--- src/rtl/stopwatch_ctrl_pkg.sv ---
// Shared stopwatch types, default timing constants and the FSM transition function.
// Imported by stopwatch_ctrl, button_debounce and the counter/display blocks.
package stopwatch_pkg;

   typedef enum logic [1:0] {
      IDLE    = 2'd0,
      RUNNING = 2'd1,
      PAUSED  = 2'd2
   } sw_state_t;

   localparam int SW_DEBOUNCE_CYCLES = 1_000_000;
   localparam int SW_TICK_DIV        = 1_000_000;

   // A clear press overrides a start/stop press arriving in the same cycle.
   function automatic sw_state_t sw_next_state(sw_state_t cur, logic ss_press, logic clr_press);
      sw_state_t nxt;
      nxt = cur;
      if (clr_press) begin
         nxt = IDLE;
      end else if (ss_press) begin
         case (cur)
            IDLE, PAUSED: nxt = RUNNING;
            RUNNING:      nxt = PAUSED;
            default:      nxt = IDLE;
         endcase
      end
      return nxt;
   endfunction

endpackage

--- src/rtl/stopwatch_ctrl_if.sv ---
// Button inputs and counter-control outputs of the stopwatch sequencer.
// STOPWATCH_LAP_EN adds the lap button and the display hold output.
interface stopwatch_ctrl_if;
   logic       btn_start_stop;
   logic       btn_reset;
   logic       run;
   logic       tick;
   logic       clr;
   logic [1:0] state;
`ifdef STOPWATCH_LAP_EN
   logic       btn_lap;
   logic       hold;

   modport master (input btn_start_stop, btn_reset, btn_lap,
                   output run, tick, clr, state, hold);
   modport slave  (output btn_start_stop, btn_reset, btn_lap,
                   input run, tick, clr, state, hold);
`else
   modport master (input btn_start_stop, btn_reset,
                   output run, tick, clr, state);
   modport slave  (output btn_start_stop, btn_reset,
                   input run, tick, clr, state);
`endif
endinterface

--- src/rtl/stopwatch_ctrl_debounce.sv ---
// button_debounce: 2-FF synchronizer, mismatch-count debouncer and registered
// rising-edge detector for one raw push-button.
module button_debounce
   import stopwatch_pkg::*;
#(
   parameter int DEBOUNCE_CYCLES = SW_DEBOUNCE_CYCLES
) (
   input  logic clk,
   input  logic reset,
   input  logic btn_in,
   output logic level,
   output logic press
);
   localparam int             CNT_W   = $clog2(DEBOUNCE_CYCLES + 1);
   localparam logic [CNT_W-1:0] CNT_MAX = CNT_W'(DEBOUNCE_CYCLES - 1);

   logic             sync1_q, sync2_q;
   logic [CNT_W-1:0] cnt_q, cnt_d;
   logic             level_q, level_d;
   logic             level_prev_q;
   logic             press_q;

   // Level flips on the DEBOUNCE_CYCLES-th consecutive mismatch; any match restarts the count.
   always_comb begin
      cnt_d   = cnt_q;
      level_d = level_q;
      if (sync2_q == level_q) begin
         cnt_d = '0;
      end else if (cnt_q == CNT_MAX) begin
         cnt_d   = '0;
         level_d = sync2_q;
      end else begin
         cnt_d = cnt_q + 1'b1;
      end
   end

   always_ff @(posedge clk) begin
      if (reset) begin
         sync1_q      <= 1'b0;
         sync2_q      <= 1'b0;
         cnt_q        <= '0;
         level_q      <= 1'b0;
         level_prev_q <= 1'b0;
         press_q      <= 1'b0;
      end else begin
         sync1_q      <= btn_in;
         sync2_q      <= sync1_q;
         cnt_q        <= cnt_d;
         level_q      <= level_d;
         level_prev_q <= level_q;
         press_q      <= level_q & ~level_prev_q;
      end
   end

   assign level = level_q;
   assign press = press_q;

endmodule

--- src/rtl/stopwatch_ctrl.sv ---
// Stopwatch control sequencer: button conditioning, IDLE/RUNNING/PAUSED FSM and
// count-tick prescaler. Optional lap/hold logic under STOPWATCH_LAP_EN.
module stopwatch_ctrl
   import stopwatch_pkg::*;
#(
   parameter int DEBOUNCE_CYCLES = SW_DEBOUNCE_CYCLES,
   parameter int TICK_DIV        = SW_TICK_DIV
) (
   input logic              clk,
   input logic              reset,
   stopwatch_ctrl_if.master sw
);
   localparam int               PRE_W   = $clog2(TICK_DIV);
   localparam logic [PRE_W-1:0] PRE_MAX = PRE_W'(TICK_DIV - 1);

   logic ss_level, ss_press;
   logic rst_level, rst_press;
   logic unused_levels;

   sw_state_t        state_q, state_d;
   logic             run_q;
   logic             clr_q;
   logic [PRE_W-1:0] pre_q, pre_d;

   button_debounce #(.DEBOUNCE_CYCLES(DEBOUNCE_CYCLES)) u_db_ss (
      .clk(clk), .reset(reset), .btn_in(sw.btn_start_stop), .level(ss_level), .press(ss_press)
   );

   button_debounce #(.DEBOUNCE_CYCLES(DEBOUNCE_CYCLES)) u_db_rst (
      .clk(clk), .reset(reset), .btn_in(sw.btn_reset), .level(rst_level), .press(rst_press)
   );

`ifdef STOPWATCH_LAP_EN
   logic lap_level, lap_press;
   logic hold_q;

   button_debounce #(.DEBOUNCE_CYCLES(DEBOUNCE_CYCLES)) u_db_lap (
      .clk(clk), .reset(reset), .btn_in(sw.btn_lap), .level(lap_level), .press(lap_press)
   );

   assign unused_levels = ^{ss_level, rst_level, lap_level};
   assign sw.hold       = hold_q;
`else
   assign unused_levels = ^{ss_level, rst_level};
`endif

   // Prescaler freezes in PAUSED so a resume neither loses nor repeats a partial tick.
   always_comb begin
      state_d = sw_next_state(state_q, ss_press, rst_press);
      pre_d   = pre_q;
      if (state_d == IDLE) begin
         pre_d = '0;
      end else if (state_q == RUNNING) begin
         pre_d = (pre_q == PRE_MAX) ? '0 : pre_q + 1'b1;
      end
   end

   always_ff @(posedge clk) begin
      if (reset) begin
         state_q <= IDLE;
         run_q   <= 1'b0;
         clr_q   <= 1'b0;
         pre_q   <= '0;
`ifdef STOPWATCH_LAP_EN
         hold_q  <= 1'b0;
`endif
      end else begin
         state_q <= state_d;
         run_q   <= (state_d == RUNNING);
         clr_q   <= rst_press;
         pre_q   <= pre_d;
`ifdef STOPWATCH_LAP_EN
         if (state_d != RUNNING) begin
            hold_q <= 1'b0;
         end else if ((state_q == RUNNING) && lap_press) begin
            hold_q <= ~hold_q;
         end
`endif
      end
   end

   assign sw.run   = run_q;
   assign sw.clr   = clr_q;
   assign sw.state = state_q;
   assign sw.tick  = run_q & (pre_q == PRE_MAX);

endmodule
--- src/flat_wrapper.sv ---
// flat-port wrapper written by rule: the top's interface ports become plain ports
module stopwatch_ctrl_flat import stopwatch_pkg::*;
#(
   parameter int DEBOUNCE_CYCLES = SW_DEBOUNCE_CYCLES,
   parameter int TICK_DIV        = SW_TICK_DIV
)
  (clk, reset, sw_btn_start_stop, sw_btn_reset, sw_run, sw_tick, sw_clr, sw_state);
  stopwatch_ctrl_if sw_i ();
  input logic clk;
  input logic reset;
  input wire logic [$bits(sw_i.btn_start_stop)-1:0] sw_btn_start_stop;
  input wire logic [$bits(sw_i.btn_reset)-1:0] sw_btn_reset;
  output wire logic [$bits(sw_i.run)-1:0] sw_run;
  output wire logic [$bits(sw_i.tick)-1:0] sw_tick;
  output wire logic [$bits(sw_i.clr)-1:0] sw_clr;
  output wire logic [$bits(sw_i.state)-1:0] sw_state;
  assign sw_i.btn_start_stop = sw_btn_start_stop;
  assign sw_i.btn_reset = sw_btn_reset;
  assign sw_run = sw_i.run;
  assign sw_tick = sw_i.tick;
  assign sw_clr = sw_i.clr;
  assign sw_state = sw_i.state;
  stopwatch_ctrl #(.DEBOUNCE_CYCLES(DEBOUNCE_CYCLES), .TICK_DIV(TICK_DIV)) u_core (.clk(clk), .reset(reset), .sw(sw_i));
endmodule
--- config.mk ---
export PLATFORM = sky130hd
export DESIGN_NAME = stopwatch_ctrl_flat
export DESIGN_NICKNAME = d
export VERILOG_FILES = /design/src/rtl/stopwatch_ctrl_pkg.sv /design/src/rtl/stopwatch_ctrl_if.sv /design/src/rtl/stopwatch_ctrl_debounce.sv /design/src/rtl/stopwatch_ctrl.sv /design/src/flat_wrapper.sv
export SDC_FILE = /design/constraint.sdc
export NUM_CORES = 1
export LEC_CHECK = 0
export ABC_AREA = 1
export CORE_MARGIN = 4
export CORE_UTILIZATION = 55
export DETAILED_ROUTE_END_ITERATION = 8
export PLACE_DENSITY = 0.72
export REMOVE_ABC_BUFFERS = 1
export SETUP_SLACK_MARGIN = 0.1
export SLEW_MARGIN = 20
export SYNTH_ARGS = -nofsm -noshare
export SYNTH_HDL_FRONTEND = slang
export SYNTH_SLANG_ARGS = --single-unit
export TNS_END_PERCENT = 30
--- constraint.sdc ---
create_clock -name clk -period 1.5 [get_ports clk]
set_input_delay 0.15 -clock clk [delete_from_list [all_inputs] [get_ports clk]]
set_output_delay 0.15 -clock clk [all_outputs]
set_load 0.01 [all_outputs]
==> results of run 1 <==
## layout make-up
cell class | instances | area (µm²) | share of cell area [%]
multi-input cells | 413 | 2250 | 44.3
repair buffers | 79 | 686 | 13.5
flip-flops and latches | 74 | 1500 | 29.6
clock inverters | 5 | 150 | 2.96
clock buffers | 10 | 138 | 2.71
inverters | 66 | 254 | 5.01
well taps | 77 | 96.3 | 1.90
## final timing paths
check / start / endpoint / slack, ns
worst max-delay path: u_core.pre_q[9] / sw_tick / -0.11
worst min-delay path: sw_btn_reset / u_core.u_db_rst.sync1_q / 0.33
worst max register to register: u_core.u_db_ss.cnt_q[1] / u_core.u_db_ss.cnt_q[5] / -0.08
worst min register to register: u_core.u_db_rst.level_prev_q / u_core.u_db_rst.press / 0.41
## registers in the layout (all words and copies together), names as in the netlist, 2 cells and up
register and cells:
u_core.pre_q 20, u_core.sw.state 2, u_core.u_db_rst.cnt_q 20, u_core.u_db_ss.cnt_q 20
## cells in the mapped netlist, drive strengths merged
| master | count |
|---|---|
| nand2 | 144 |
| nor2 | 141 |
| dfxtp | 74 |
| inv | 66 |
| nand3 | 47 |
| a21oi | 24 |
| xor2 | 14 |
| nor3 | 11 |
| xnor2 | 8 |
| o21ai | 7 |
| buf | 5 |
| or2 | 5 |
| nand4 | 4 |
| ha | 3 |
| nand3b | 3 |
| clkbuf | 1 |
| nor3b | 1 |
| o22ai | 1 |
## tightest hold or removal path: cells and delay by family
family                 cells  cell delay, ns
buffers and inverters      2            0.46
and+or+nand+nor            1            0.03
## per-layer routing
metal	track usage (%)	routed length (µm)
met5	0	0
met4	13.5	373
met3	5.57	375
met2	41.8	4780
met1	28.7	4020
## metrics by stage
| stage | instance area, µm² | setup TNS [ns] |
|---|---|---|
| floorplan | 3620 | -0.311 |
| global placement | 4210 | -0.121 |
| detailed placement | 4210 | -0.249 |
| CTS | 4800 | -0.149 |
| global route | 5070 | -1.81 |
| finish | 5070 | -0.571 |
## where the power goes
part	switching (W)	total, W	internal, W	leakage, nW
logic	0.0000368	0.0000741	0.0000373	1.01
clock network	0.000765	0.00224	0.00148	0.143
registers	0.00000389	0.00197	0.00197	0.604
## what timing repair did
item	CTS	global route
pin swaps	11	25
setup endpoints to repair	43	65
resized for setup	47	84
cloned	2	0
setup buffers	12	6
## cells by family after synthesis
family / count (synthesis) / share of synthesized area, %
AO/OA/AOI/OAI: 32 / 4.50
XOR/XNOR: 22 / 5.25
adder cells (fa/ha/maj): 3 / 1.02
buffers and inverters: 72 / 7.95
flip-flops: 74 / 40.4
AND/OR/NAND/NOR: 356 / 40.9
==> out/metrics.cfg, run 1 <==
[status]
run_status = finished, violations left
violations = setup timing

[cts]
clock_root_buffer_master = clkbuf_8
clk_path_buf_depth = 2
cts_htree_levels = 3
cts_stage_hold_buffer_count = 0
worst_skew_pair.late_latency_ns = 0.36
cts_buffers = 9
clk_pin_slew_ns = 0.07
cts_tree = yes
cts.sink_count = 74

[hold_path]
hold_class = primary input to register
hold_depth = 3

[cells_and_area]
number_of_cells_in_the_finished_layout_apart_from_fillers = 724
number_of_antenna_diodes = 0
post_route_cells_drive_above_1_share_pct = 29.5
area_growth_pct = 38.3
final_cell_mix = nand2_1 (128), nor2_1 (107), inv_1 (60), buf_4 (60), dfxtp_1 (60)
utilization_pct = 79.0
fill_cells = 438
mostFrequentLayoutCell = nand2_1
num-nets-final = 650

[drt]
route.detailed.vias_per_inst = 5.24
final_antenna_net_count = 0
routed_wl_mm = 9.55
wl_per_cell_um = 13.2
remaining_drc_errors = 0
drt_iter0_markers = 203
drtPass1Iterations = 5
vias = 3797

[critical_path]
critical_path.cell_chain = inv_2 > nor2_4 > nand2_1 > nand3b_1 > nor3b_2 > buf_2
endpoint_kind = output pin
cp_data_arrival_time_ns = 1.46
crit_family = simple AND/OR/NAND/NOR gates
timing.critical_path.required_ns = 1.35
timing_worst_setup_path_type = register to output pin
worst-r2r-cell-count = 11
number_of_logic_stages_on_the_critical_path_including_buffering = 6
critPathLaunchType = register
worst-path-max-fanout = 2
critPathSlowestCell = dfxtp_2
critical-path-max-stage-delay_ns = 0.34
critPathBufInv = 2

[floorplanning]
placeableCoreArea_um2 = 6420
io-pin-count = 9
die_y_um = 89.7
initial_core_util_pct = 57.1
floorplan.die.width_um = 89.7
die_area_um2 = 8040
row_count = 29

[job]
drv_cap = 0

[global_route]
gr-total-overflow = 0
number_of_antenna_violations_at_the_first_check_in_global_routing = 0
grt_usage_pct = 24.6
maximum_number_of_pins_on_one_net_before_global_route_repair = 13
first_global_vias = 3515
grt_first_pass_wirelength_mm = 15.3

[yosys]
synthCells = 559
yosysUniqueCellTypes = 25
yosys_register_bits = 74
yosys_warnings = 0
synth.cell_area_um2 = 3670
synth_seq_area_share_pct = 40.4
synth_top_area_share_pct = 40.4
ys_top_cells_by_area = dfxtp_1 (40%), nand2_1 (14%), nor2_1 (14%)
syn_area_per_cell_um2 = 6.56
synth_area_leader_cell = dfxtp_1

[sta]
hold_slack_ns = 0.326
period_needed_ns = 1.61
fmax_ghz = 0.621
tightestPinTransition_ns = 0.366
fin_ws_ns = -0.111
maxSlewViolCount = 0
timing.max_slew.rel_slack_pct = 75.4
setup_viol_count_final = 10
rsz0062_at_grt = yes
skew_ns = 0.0150
hold_viol_final = 0
period_share_pct = 107

[placement]
routabilityCongestion = 0.872
placement.setup.worst_slack_ns = -0.195
dpl.hpwl_mm = 6.18
cell_count_after_placement = 691
buffer_ports.inserted = 8

[power]
power_density_nw_per_um2 = 845
peakVddDrop_mv = 0.591
p_total_w = 0.00429
static-leakage-power_nw = 1.76

Power figures use the tool's default switching activity.
==> run 2, diff against run 1 <==
--- a/config.mk
+++ b/config.mk
@@ -7,9 +7,10 @@
 export LEC_CHECK = 0
 export ABC_AREA = 1
 export CORE_MARGIN = 4
-export CORE_UTILIZATION = 55
+export CORE_UTILIZATION = 58
+export CTS_BUF_LIST = sky130_fd_sc_hd__clkbuf_4
 export DETAILED_ROUTE_END_ITERATION = 8
-export PLACE_DENSITY = 0.72
+export PLACE_DENSITY = 0.75
 export REMOVE_ABC_BUFFERS = 1
 export SETUP_SLACK_MARGIN = 0.1
 export SLEW_MARGIN = 20
==> run 2 against run 1 <==
  * The run still ends with setup timing left
  * Clock power is 41% lower
  * Non-clock buffer count fell by 2
  * Fmax shrank 8.4%
  * Sequential share of layout area fell by 0.39 points
  * Sequential cell count did not move
  * Sequential power barely moved
  * Critical path depth unchanged
  * Via count increased by 6.9%
  * Count of clock-buffer cells in the layout shrank 1
  * Worst setup slack got worse by 0.15 ns
  * Clock skew about the same
  * Design area up 1.2%
  * Critical endpoint unchanged
==> out/metrics.cfg, run 2 (same netlist as run 1, synthesis figures left out) <==
[power]
pwr-share-seq_pct = 58.7
power.switching_fraction_pct = 24.9
static-leakage-power_nw = 1.78
clock_power_share_pct = 39.1
peakVddDrop_mv = 0.618
internal_power_w = 0.00253
power_density_nw_per_um2 = 656
sw_pwr_w = 0.000839
combPwrFrac_pct = 2.2

[sta]
skew_ns = 0.0154
timing.max_slew.rel_slack_pct = 80.2
period_share_pct = 117
hold_viol_final = 0
fmax_ghz = 0.568
setup_viol_count_final = 7
tightestPinTransition_ns = 0.294
maxSlewViolCount = 0
rsz0062_at_grt = yes
period_needed_ns = 1.76
fin_ws_ns = -0.259

[placement]
routabilityCongestion = 0.859
buffer_ports.inserted = 8
detailed_place.area_um2 = 4180
dpl.hpwl_mm = 5.97

[job]
drv_cap = 0

[global_route]
maximum_number_of_pins_on_one_net_before_global_route_repair = 20
gr-total-overflow = 0
number_of_antenna_violations_at_the_first_check_in_global_routing = 0
grt_first_pass_wirelength_mm = 15.4
grt_usage_pct = 25.2
first_global_vias = 3655

[cts]
cts_buffers = 9
cts.sink_count = 74
cts_tree = yes
cts_htree_levels = 3
clk_path_buf_depth = 2
cts_stage_hold_buffer_count = 0
clock_root_buffer_master = clkbuf_4
clk_pin_slew_ns = 0.14
worst_skew_pair.late_latency_ns = 0.45

[drt]
remaining_drc_errors = 0
vias = 4059
wl_per_cell_um = 15.2
drt_iter0_markers = 308
routed_wl_mm = 11.0
route.detailed.vias_per_inst = 5.63
final_antenna_net_count = 0
drtPass1Iterations = 5

[cells_and_area]
num-nets-final = 648
regArea_um2 = 1500
finish.instance_area_um2 = 5130
largest_registers = u_core.pre_q x20, u_core.u_db_rst.cnt_q x20, u_core.u_db_ss.cnt_q x20
area_growth_pct = 40.0
post_route_cells_drive_above_1_share_pct = 33.9
mostFrequentLayoutCell = nand2_1
utilization_pct = 85.2
final_cell_mix = nand2_1 (123), nor2_1 (97), dfxtp_1 (60)
number_of_antenna_diodes = 0
area_of_the_multi_input_gates_um2 = 2450
fill_cells = 321

[floorplanning]
io-pin-count = 9
floorplan.die.width_um = 87.5
die_y_um = 87.5
placeableCoreArea_um2 = 6030
row_count = 28
initial_core_util_pct = 60.9
die_area_um2 = 7660

[critical_path]
crit_family = simple AND/OR/NAND/NOR gates
r2r-start = u_core.u_db_ss.cnt_q[14]
critPathBufInv = 1
timing.critical_path.required_ns = 1.35
critical-path-max-stage-delay_ns = 0.40
critPathLaunchType = register
critPathSlowestCell = dfxtp_2
cp_data_arrival_time_ns = 1.61
worst-path-max-fanout = 2
worst_setup_sp = u_core.pre_q[0]
timing_worst_setup_path_type = register to output pin
critical_path.cell_chain = ha_4 > nand2_4 > nor2_4 > nand3_2 > nor3b_2 > buf_2
endpoint_kind = output pin

[status]
run_status = finished, violations left
violations = setup timing

[hold_path]
min_from = sw_btn_reset
hold_class = primary input to register

-- run 2: changes by cell type in the layout (fill, tap and decap cells not counted), sizes merged --
cell | before | now
bufinv | 5 | 1
clkinv | 0 | 3
dlygate4sd2 | 2 | 4
clkbuf | 10 | 9
dlymetal6s2s | 2 | 0
buf | 72 | 70
inv | 65 | 67
clkinvlp | 1 | 2
-- run 2: layout make-up --
type	count	area share, %
timing repair buffer	77	13.5
tap	75	1.83
clock inverter	7	1.49
sequential	74	29.2
inverter	66	4.90
clock buffer	9	1.32
multi-input combinational	413	47.8
-- run 2: path summary, 6_finish.rpt --
check,end,slack (ns),cells past startpoint
max,sw_tick,-0.26,6
min,u_core.u_db_rst.sync1_q,0.21,3
max reg2reg,u_core.u_db_ss.cnt_q[6],-0.06,10
min reg2reg,u_core.u_db_rst.press,0.40,1
-- run 2: power by group through the flow --
stage	logic (W)	clock network [W]	registers (W)
floorplan	0.0000177	0	0.00202
global placement	0.0000492	0	0.00202
detailed placement	0.0000506	0	0.00202
CTS	0.0000662	0.00131	0.00197
global route	0.0000788	0.00144	0.00198
finish	0.0000731	0.00132	0.00197
-- run 2: timing repair --
item,CTS,global route
buffers inserted,6,14
gates resized for setup,51,128
pin swaps,7,49
setup endpoints to repair,51,60
gates cloned,2,0
-- run 2: worst reg2reg max path, stage by stage, from the launching register on --
cell      delay, ns
dfxtp_1        0.45
inv_1          0.09
nor2_1         0.10
nand3b_1       0.13
nor2_4         0.16
nand2_2        0.07
nand2_4        0.10
buf_6          0.13
buf_6          0.10
buf_12         0.11
a21oi_1        0.04
-- run 2: per-layer routing --
metal | vias to the layer above | track usage [%] | routed length, µm | share of wire [%]
met5 | - | 0 | 0 | 0
met4 | 0 | 15.1 | 645 | 5.9
met3 | 74 | 3.88 | 694 | 6.3
met2 | 191 | 42.1 | 5470 | 50
met1 | 1901 | 30.6 | 4180 | 38
li1 | 1893 | - | - | -
-- run 2: per-stage QoR --
step | setup TNS, ns | std cells | hold slack [ns] | total power, W | setup slack (ns)
floorplan | -0.311 | 553 | 0.221 | 0.00204 | -0.0277
global placement | -0.213 | 684 | 0.375 | 0.00207 | -0.191
detailed placement | -0.368 | 684 | 0.379 | 0.00207 | -0.177
CTS | -0.284 | 708 | 0.202 | 0.00335 | -0.203
global route | -1.74 | 721 | 0.181 | 0.00350 | -0.347
finish | -0.563 | 721 | 0.207 | 0.00336 | -0.259
